===== src/rtl/qix_mbox_pkg.sv =====
// rtl/qix_mbox_pkg.sv - register map and shared constants for the inter-CPU mailbox
package qix_mbox_pkg;

    localparam logic [2:0] REG_DATA0    = 3'd0;
    localparam logic [2:0] REG_DATA1    = 3'd1;
    localparam logic [2:0] REG_DATA2    = 3'd2;
    localparam logic [2:0] REG_DATA3    = 3'd3;
    localparam logic [2:0] REG_STATUS   = 3'd4;
    localparam logic [2:0] REG_DOORBELL = 3'd5;
    localparam logic [2:0] REG_MASK     = 3'd6;
    localparam logic [2:0] REG_OVF      = 3'd7;

    // Doorbell write bits and read bits
    localparam int DB_RING   = 0;
    localparam int DB_ACK    = 1;
    localparam int DB_OWN    = 0;
    localparam int DB_REMOTE = 1;

    localparam int MAX_NCH = 4;

endpackage


===== src/rtl/qix_mbox_fifo.sv =====
// rtl/qix_mbox_fifo.sv - show-ahead ring-buffer FIFO for one mailbox channel
module qix_mbox_fifo #(
    parameter int DEPTH  = 4,
    parameter int DATA_W = 8
) (
    input  logic              clk,
    input  logic              rst_n,
    input  logic              push,
    input  logic              pop,
    input  logic [DATA_W-1:0] din,
    output logic [DATA_W-1:0] head,
    output logic              empty,
    output logic              full
);
    localparam int AW = $clog2(DEPTH);

    // Extra pointer bit distinguishes full from empty
    logic [AW:0]       wr_ptr;
    logic [AW:0]       rd_ptr;
    logic [DATA_W-1:0] mem [DEPTH];
    logic              do_push;
    logic              do_pop;

    assign empty   = (wr_ptr == rd_ptr);
    assign full    = (wr_ptr[AW] != rd_ptr[AW]) && (wr_ptr[AW-1:0] == rd_ptr[AW-1:0]);
    assign do_push = push & ~full;
    assign do_pop  = pop & ~empty;
    assign head    = mem[rd_ptr[AW-1:0]];

    always_ff @(posedge clk or negedge rst_n) begin
        if (!rst_n) begin
            wr_ptr <= '0;
            rd_ptr <= '0;
        end else begin
            if (do_push) wr_ptr <= wr_ptr + 1'b1;
            if (do_pop)  rd_ptr <= rd_ptr + 1'b1;
        end
    end

    always_ff @(posedge clk) begin
        if (do_push) mem[wr_ptr[AW-1:0]] <= din;
    end

endmodule


===== src/rtl/qix_cpu_mailbox.sv =====
// rtl/qix_cpu_mailbox.sv - two-port 6809 mailbox: per-channel FIFOs, doorbell, irq mask, overflow
module qix_cpu_mailbox
    import qix_mbox_pkg::*;
#(
    parameter int         NCH       = 2,
    parameter int         DEPTH     = 4,
    parameter int         DATA_W    = 8,
    parameter logic [7:0] EMPTY_VAL = 8'hFF
) (
    input  logic              clk_20m,
    input  logic              reset_n,
    input  logic              a_e,
    input  logic              a_cs,
    input  logic              a_rnw,
    input  logic [2:0]        a_addr,
    input  logic [DATA_W-1:0] a_din,
    output logic [DATA_W-1:0] a_dout,
    output logic              a_nfirq,
    input  logic              b_e,
    input  logic              b_cs,
    input  logic              b_rnw,
    input  logic [2:0]        b_addr,
    input  logic [DATA_W-1:0] b_din,
    output logic [DATA_W-1:0] b_dout,
    output logic              b_nfirq
);
    // Index 0 is port A, index 1 is port B
    logic [1:0]        e, cs, rnw, stb, ring, db_flag, nfirq;
    logic [2:0]        addr [2];
    logic [DATA_W-1:0] din  [2];
    logic [DATA_W-1:0] dout [2];

    logic [2*NCH-1:0]  fifo_empty;
    logic [2*NCH-1:0]  fifo_full;
    logic [DATA_W-1:0] fifo_head [2*NCH];

    assign e       = {b_e, a_e};
    assign cs      = {b_cs, a_cs};
    assign rnw     = {b_rnw, a_rnw};
    assign addr[0] = a_addr;
    assign addr[1] = b_addr;
    assign din[0]  = a_din;
    assign din[1]  = b_din;
    assign a_dout  = dout[0];
    assign b_dout  = dout[1];
    assign a_nfirq = nfirq[0];
    assign b_nfirq = nfirq[1];

    // FIFO f carries channel f%NCH from port f/NCH toward the other port
    for (genvar f = 0; f < 2*NCH; f++) begin : g_fifo
        localparam int         SRC  = f / NCH;
        localparam int         DST  = 1 - SRC;
        localparam logic [2:0] SLOT = 3'(f % NCH);

        qix_mbox_fifo #(.DEPTH(DEPTH), .DATA_W(DATA_W)) u_fifo (
            .clk   (clk_20m),
            .rst_n (reset_n),
            .push  (stb[SRC] & ~rnw[SRC] & (addr[SRC] == SLOT)),
            .pop   (stb[DST] &  rnw[DST] & (addr[DST] == SLOT)),
            .din   (din[SRC]),
            .head  (fifo_head[f]),
            .empty (fifo_empty[f]),
            .full  (fifo_full[f])
        );
    end

    for (genvar p = 0; p < 2; p++) begin : g_port
        localparam int R = 1 - p;

        logic               e_prev;
        logic               db;
        logic               nfirq_q;
        logic               wr;
        logic               ack;
        logic [MAX_NCH-1:0] mask;
        logic [MAX_NCH-1:0] ovf;
        logic [MAX_NCH-1:0] in_ne;
        logic [MAX_NCH-1:0] out_full;
        logic [DATA_W-1:0]  rd_data;

        assign stb[p]     = cs[p] & e_prev & ~e[p];
        assign wr         = stb[p] & ~rnw[p];
        assign ring[p]    = wr & (addr[p] == REG_DOORBELL) & din[p][DB_RING];
        assign ack        = wr & (addr[p] == REG_DOORBELL) & din[p][DB_ACK];
        assign db_flag[p] = db;
        assign nfirq[p]   = nfirq_q;
        assign dout[p]    = rd_data;

        always_comb begin
            in_ne    = '0;
            out_full = '0;
            for (int c = 0; c < NCH; c++) begin
                in_ne[c]    = ~fifo_empty[R*NCH + c];
                out_full[c] = fifo_full[p*NCH + c];
            end
        end

        always_comb begin
            rd_data = '0;
            case (addr[p])
                REG_STATUS:   rd_data[7:0] = {out_full, in_ne};
                REG_DOORBELL: begin
                    rd_data[DB_OWN]    = db;
                    rd_data[DB_REMOTE] = db_flag[R];
                end
                REG_MASK:     rd_data[MAX_NCH-1:0] = mask;
                REG_OVF:      rd_data[MAX_NCH-1:0] = ovf;
                default: begin
                    rd_data = DATA_W'(EMPTY_VAL);
                    for (int c = 0; c < NCH; c++) begin
                        if (addr[p] == 3'(c) && in_ne[c]) rd_data = fifo_head[R*NCH + c];
                    end
                end
            endcase
        end

        always_ff @(posedge clk_20m or negedge reset_n) begin
            if (!reset_n) begin
                e_prev  <= 1'b0;
                db      <= 1'b0;
                mask    <= '0;
                ovf     <= '0;
                nfirq_q <= 1'b1;
            end else begin
                e_prev <= e[p];
                // A remote ring beats a local ack so no interrupt is lost
                if (ring[R])      db <= 1'b1;
                else if (ack)     db <= 1'b0;
                if (wr && addr[p] == REG_MASK) mask <= din[p][MAX_NCH-1:0];
                if (wr && addr[p] == REG_OVF)  ovf  <= ovf & ~din[p][MAX_NCH-1:0];
                for (int c = 0; c < NCH; c++) begin
                    if (wr && addr[p] == 3'(c) && fifo_full[p*NCH + c]) ovf[c] <= 1'b1;
                end
                nfirq_q <= ~(db | (|(in_ne & mask)));
            end
        end
    end

endmodule


===== config.mk =====
export PLATFORM = sky130hd
export DESIGN_NAME = qix_cpu_mailbox
export DESIGN_NICKNAME = d
export VERILOG_FILES = /design/src/rtl/qix_mbox_pkg.sv /design/src/rtl/qix_mbox_fifo.sv /design/src/rtl/qix_cpu_mailbox.sv
export SDC_FILE = /design/constraint.sdc
export NUM_CORES = 1
export LEC_CHECK = 0
export BUFFER_PORTS_ARGS = -buffer_cell sky130_fd_sc_hd__buf_2
export CAP_MARGIN = 20
export CORE_MARGIN = 2
export CORE_UTILIZATION = 50
export DETAILED_ROUTE_END_ITERATION = 6
export MAX_ROUTING_LAYER = met4
export PLACE_DENSITY = 0.67
export SKIP_LAST_GASP = 1
export SLEW_MARGIN = 10
export SYNTH_ARGS = -nofsm -noshare
export SYNTH_HDL_FRONTEND = slang
export SYNTH_SLANG_ARGS = --single-unit
export TNS_END_PERCENT = 100

===== constraint.sdc =====
create_clock -name clk_20m -period 2.2 [get_ports clk_20m]
set_clock_uncertainty 0.1 [all_clocks]
set_input_delay 0.22 -clock clk_20m [delete_from_list [all_inputs] [get_ports clk_20m]]
set_output_delay 0.22 -clock clk_20m [all_outputs]
set_load 0.02 [all_outputs]

# Word-level counts from Yosys, hierarchy flattened
# Memory sizes are Yosys's and may differ from the RTL's.
# Cells that the tools add are included.
# classes
addsub	8
n_eq_ne	22
muxes	28
bitwise	52
n_reduce_logical	34
# op_table
cell	n
$mux 8	4
$and 1x1->1	30
$add 3x1->3 const B	8
$eq 3x3->1 const B	8
$logic_and 1x1->1	20
$mux 1	16
$pmux 2 s4	2
$pmux 4 s2	2
$not 1->1	14
$eq 3x3->1	4
$pmux 2 s3	2
$reduce_bool 2->1	6
$and 2x4->4	2
$and 4x4->4	2
$eq 2x2->1	4
$not 4->4	2
$reduce_or 4->1	2
$eq 3x1->1 const B	2
$logic_not 3->1	2
$reduce_or 3->1	2
$mux 2	2
$ne 1x1->1	4
$reduce_or 2->1	2
$or 1x1->1	2
# totals
regBits	46
ramBits	128
input_bits	30
output_inout_bits	18
wordCells	170
memories	4
# mem_list
memory	depth	width	rd	rd_ports_with_merged_regs	wr	line	rtl
g_fifo[0].u_fifo.mem	4	8	1	0	1	qix_mbox_fifo.sv:20	logic [DATA_W-1:0] mem [DEPTH];
g_fifo[1].u_fifo.mem	4	8	1	0	1	qix_mbox_fifo.sv:20	
g_fifo[2].u_fifo.mem	4	8	1	0	1	qix_mbox_fifo.sv:20	
g_fifo[3].u_fifo.mem	4	8	1	0	1	qix_mbox_fifo.sv:20	

# Longest topological paths before layout
# depth
ltp_word	7
mapped_depth	6
ltp_nobuf	4

# By module
# From an unflattened synthesis, not the netlist that was laid out.
# unflattened
cells_unflattened	525
area_unflattened_um2	8129.0
# by_module_without_submodules
mod	n_inst	cells_each	area_per_inst_um2	seq_area_each_um2
qix_mbox_fifo (g_fifo[0].u_fifo ...)	2	90	1629.1	1111.1
qix_mbox_fifo (g_fifo[3].u_fifo)	1	93	1684.1	1111.1
qix_mbox_fifo (g_fifo[2].u_fifo)	1	90	1660.3	1111.1
qix_cpu_mailbox	1	162	1526.5	553.0

# Worst setup path after synthesis
# No wires, ideal clock.
# synth_timing
kind	register to output
from	register g_fifo[1].u_fifo.rd_ptr[1]
to	output b_dout[1]
arrival_time_ps	1744
t_required_ps	1880
path_slack_ps	136
stages_incl_launch_ff	6
path_buffers	1
path_cell_list	dfrtp_1 > buf_6 > xor2_2 > or3_1 > mux4_2 > o21a_1
# synth_via
elab_chain_cells	5
elab_cells_between_ends	6
cone_classes	eq/ne (1); mux (2); bitwise (1); reduce/logical (1); memory (1)
# synth_lines
element	line	rtl
start, declared	qix_mbox_fifo.sv:19	logic [AW:0] rd_ptr;
start signal, assigned	qix_mbox_fifo.sv:36	if (do_pop) rd_ptr <= rd_ptr + 1'b1;
$eq 3x3->1	qix_mbox_fifo.sv:24	assign empty = (wr_ptr == rd_ptr);
$not 1->1	qix_cpu_mailbox.sv:93	in_ne[c] = ~fifo_empty[R*NCH + c];
$logic_and 1x1->1	qix_cpu_mailbox.sv:111	if (addr[p] == 3'(c) && in_ne[c]) rd_data = fifo_head[R*NCH + c];
$mux 8	qix_cpu_mailbox.sv:111	
$pmux 2 s4 *	qix_cpu_mailbox.sv:100	case (addr[p])
end, declared	qix_cpu_mailbox.sv:24	output logic [DATA_W-1:0] b_dout,
# Mark *: on every way between the ends. The rest lies on a longest branch, timed or not.

# Worst setup path in the final report
# layout_timing
from	register g_fifo[1].u_fifo.rd_ptr[0]
to	output b_dout[1]
# The elaborated chain is that of the path after synthesis.

==> results.yml <==
run_status:
  status: "finished, violations left"
  violations: "negative setup slack"
yosys:
  netlist_area_sq_um: 7640
  yosysTopAreaCell: "edfxtp_1"
  synthArstFlopShare_pct: 26.4
  synth_fp_nets: 498
  ys_seq_area_share_pct: 65.4
  synth_area_leaders: "edfxtp_1 50%, dfrtp_1 14%, mux4_2 8.0%, ha_1 3.3%, mux4_1 2.8%"
  yosysWarnings: 0
  synth_cells: 448
  synth_area_per_cell_sq_um: 17.0
  synth_top_flop_cell: "edfxtp_1"
  ys_seq_elements: 174
  synth_top_area_share_pct: 50.3
  synth_edf_count: 128
  synth_cell_type_count: 59
power_and_ir_drop:
  leakage_nw: 3.77
  ir_worst_vdd_uv: 596
  total_power_mw: 8.63
  p_per_area_nw_per_um2: 879
die:
  fp.dieW_microns: 128
  rows: 45
  die_area_sq_um: 16300
  io-pin-count: 48
  die_y_microns: 128
  core_area_sq_um: 15100
  start_util_pct: 50.6
finish:
  fin_nets: 645
  postLayoutCoreUtil_pct: 65.1
  multi_input_area_sq_um: 2680
  fillers: 1070
  ff_latch_area_sq_um: 5000
  final_cells: 796
  diodes: 0
  drive_above_1_share_pct: 41.9
  syn2layout_area_growth_pct: 28.6
timing:
  setup_slack_ps: -361
  setup_viol: 43
  rsz0062_at_grt: "yes"
  slew_headroom_pct: 58.0
  fmax_ghz: 0.390
  finalSetupTns_ps: -3310
  fin_crit_sh_pct: 116
  worst_pin_slew_ps: 630
  hold_viol_final: 0
  slew_violations: 0
  fin_crit_ps: 2560
clocking:
  clk_latency_ps: 430
  clock_sinks: 174
  cts_max_path_buffers: 2
  cts.clk_slew.worst_paths_ps: 60
  htree_num_levels: 4
  cts_tree: "done"
  numCtsBuffers: 17
  clk_root_buffer_cell: "clkbuf_16"
global_routing:
  grt.total_usage_pct: 23.2
  antenna_found_initial: 0
  grt_pass1_vias: 4868
  gr-total-overflow: 0
  grt_pass1_wl_microns: 26800
  grt_max_degree: 47
hold_path:
  hp-class: "primary input to flip-flop"
  whs_path_depth: 1
placed_design:
  io_buffers: 47
  dp_cells: 721
  pre_cts_ws_ps: 29.8
  hpwl_microns: 11600
  gp_routability_congestion: 0.901
setup_path:
  rrSetupSlack_ps: -20
  path_max_fanout: 2
  reg2reg_depth: 7
  start_kind: "flip-flop"
  arrival_ps: 2240
  end_kind: "output pin"
  worstSetupPathType: "flip-flop to output pin"
  required_ps: 1880
drt:
  ant_nets: 0
  drt-initial-drc-count: 263
  drc: 0
  drt-total-wl_microns: 17200
  vias: 4529
  avgViaCountPerCell: 5.69
  dr.pass1.iters: 5
  wl_per_cell_microns: 21.6
run:
  drv_cap: 0
critical path, cell delays in order, from the launching register on:
cell	delay (ps)
dfrtp_2	430
xor2_1	180
or3_1	370
mux4_2	460
o21a_1	200
buf_2	160
per-layer routing:
metal  routed length [microns]  GRT usage (%)  up-vias
li1                          -              -     2049
met1                      7060           30.6     2308
met2                      8500           36.2      153
met3                      1360           5.11       19
met4                       243           7.69        0
met5                         0              -        -
flip-flops by register name, indices dropped and copies added (netlist names):
signal / count
a_nfirq: 1
b_nfirq: 1
g_fifo.u_fifo.mem: 128
g_fifo.u_fifo.rd_ptr: 12
g_fifo.u_fifo.wr_ptr: 12
g_port.db: 2
g_port.e_prev: 2
g_port.mask: 8
g_port.ovf: 8
path summary, 6_finish.rpt:
path | startpoint | to
max in group asynchronous | reset_n | g_fifo[1].u_fifo.rd_ptr[0]
min reg2reg | g_port[1].mask[1] | b_nfirq
min in group asynchronous | reset_n | g_fifo[3].u_fifo.wr_ptr[2]
max reg2reg | g_fifo[2].u_fifo.rd_ptr[0] | g_fifo[2].u_fifo.mem[3][5]
max | g_fifo[1].u_fifo.rd_ptr[0] | b_dout[1]
min | b_din[2] | g_fifo[3].u_fifo.mem[2][2]
Yosys cell counts (4+ instances only):
cell type,n
edfxtp_1,128
dfrtp_1,44
mux4_2,27
ha_1,20
o22ai_1,19
and2_1,16
xnor2_1,16
inv_1,15
nand2_1,15
nor2_1,15
xor2_1,14
mux2_2,11
nand3_1,10
mux4_1,8
o21ai_0,7
buf_2,6
nor3_1,5
a21boi_0,4
buf_6,4
mux2i_1,4
kinds of logic after synthesis:
| group | count (synthesis) | share of synthesized area [%] |
|---|---|---|
| xor+xnor | 33 | 4.08 |
| flops | 174 | 65.4 |
| fa+ha+maj | 20 | 3.28 |
| buf+inv | 32 | 2.21 |
| simple gates | 81 | 6.01 |
| mux | 52 | 13.2 |
| compound gates | 56 | 5.77 |
stage by stage:
stage,hold slack (ps),area [sq um]
global placement,256,8490
global route,18.0,9820
floorplan,-176,7640
detailed placement,261,8490
CTS,15.4,9620
finish,25.5,9820
cell usage in the layout, fill, tap and decap left out, drive strengths merged, types with 3 or more instances in the layout:
| master | Yosys | routed |
|---|---|---|
| mux2i | 4 | 4 |
| and2 | 16 | 16 |
| dlygate4sd3 | 0 | 12 |
| xnor2 | 18 | 18 |
| clkinvlp | 0 | 3 |
| a21boi | 4 | 4 |
| nand2 | 15 | 15 |
| dfrtp | 44 | 44 |
| a21oi | 3 | 3 |
| ha | 20 | 20 |
| clkbuf | 3 | 17 |
| clkinv | 0 | 6 |
| nor2 | 15 | 15 |
| a31o | 3 | 3 |
| nand2b | 3 | 3 |
| or3 | 4 | 4 |
| o21ai | 7 | 7 |
| edfxtp | 128 | 128 |
| buf | 14 | 133 |
| o22ai | 19 | 19 |
| mux2 | 13 | 13 |
| inv | 15 | 19 |
| nand3 | 10 | 10 |
| nor3 | 5 | 5 |
| mux4 | 35 | 35 |
| xor2 | 15 | 15 |
what timing repair did:
action,in CTS,in global routing
resized for setup,47,33
hold endpoints to repair,111,0
cloned,1,0
setup buffers,22,10
pin swaps,18,14
setup endpoints to repair,16,16
hold buffers,12,0
report_power, final:
| group | internal (mW) | switching [mW] | total (mW) |
|---|---|---|---|
| Sequential | 3.66 | 0.152 | 3.82 |
| Clock | 1.69 | 1.29 | 2.98 |
| Combinational | 1.01 | 0.834 | 1.84 |
| Total | 6.36 | 2.28 | 8.63 |
layout make-up:
| class | count | share of cell area [%] |
|---|---|---|
| timing repair buffer | 145 | 12.8 |
| clock inverter | 15 | 1.66 |
| inverter | 15 | 0.573 |
| sequential | 174 | 51.0 |
| multi-input combinational | 242 | 27.3 |
| tap | 188 | 2.39 |
| clock buffer | 17 | 4.33 |
Note: power is estimated with default switching activity, not from simulation.
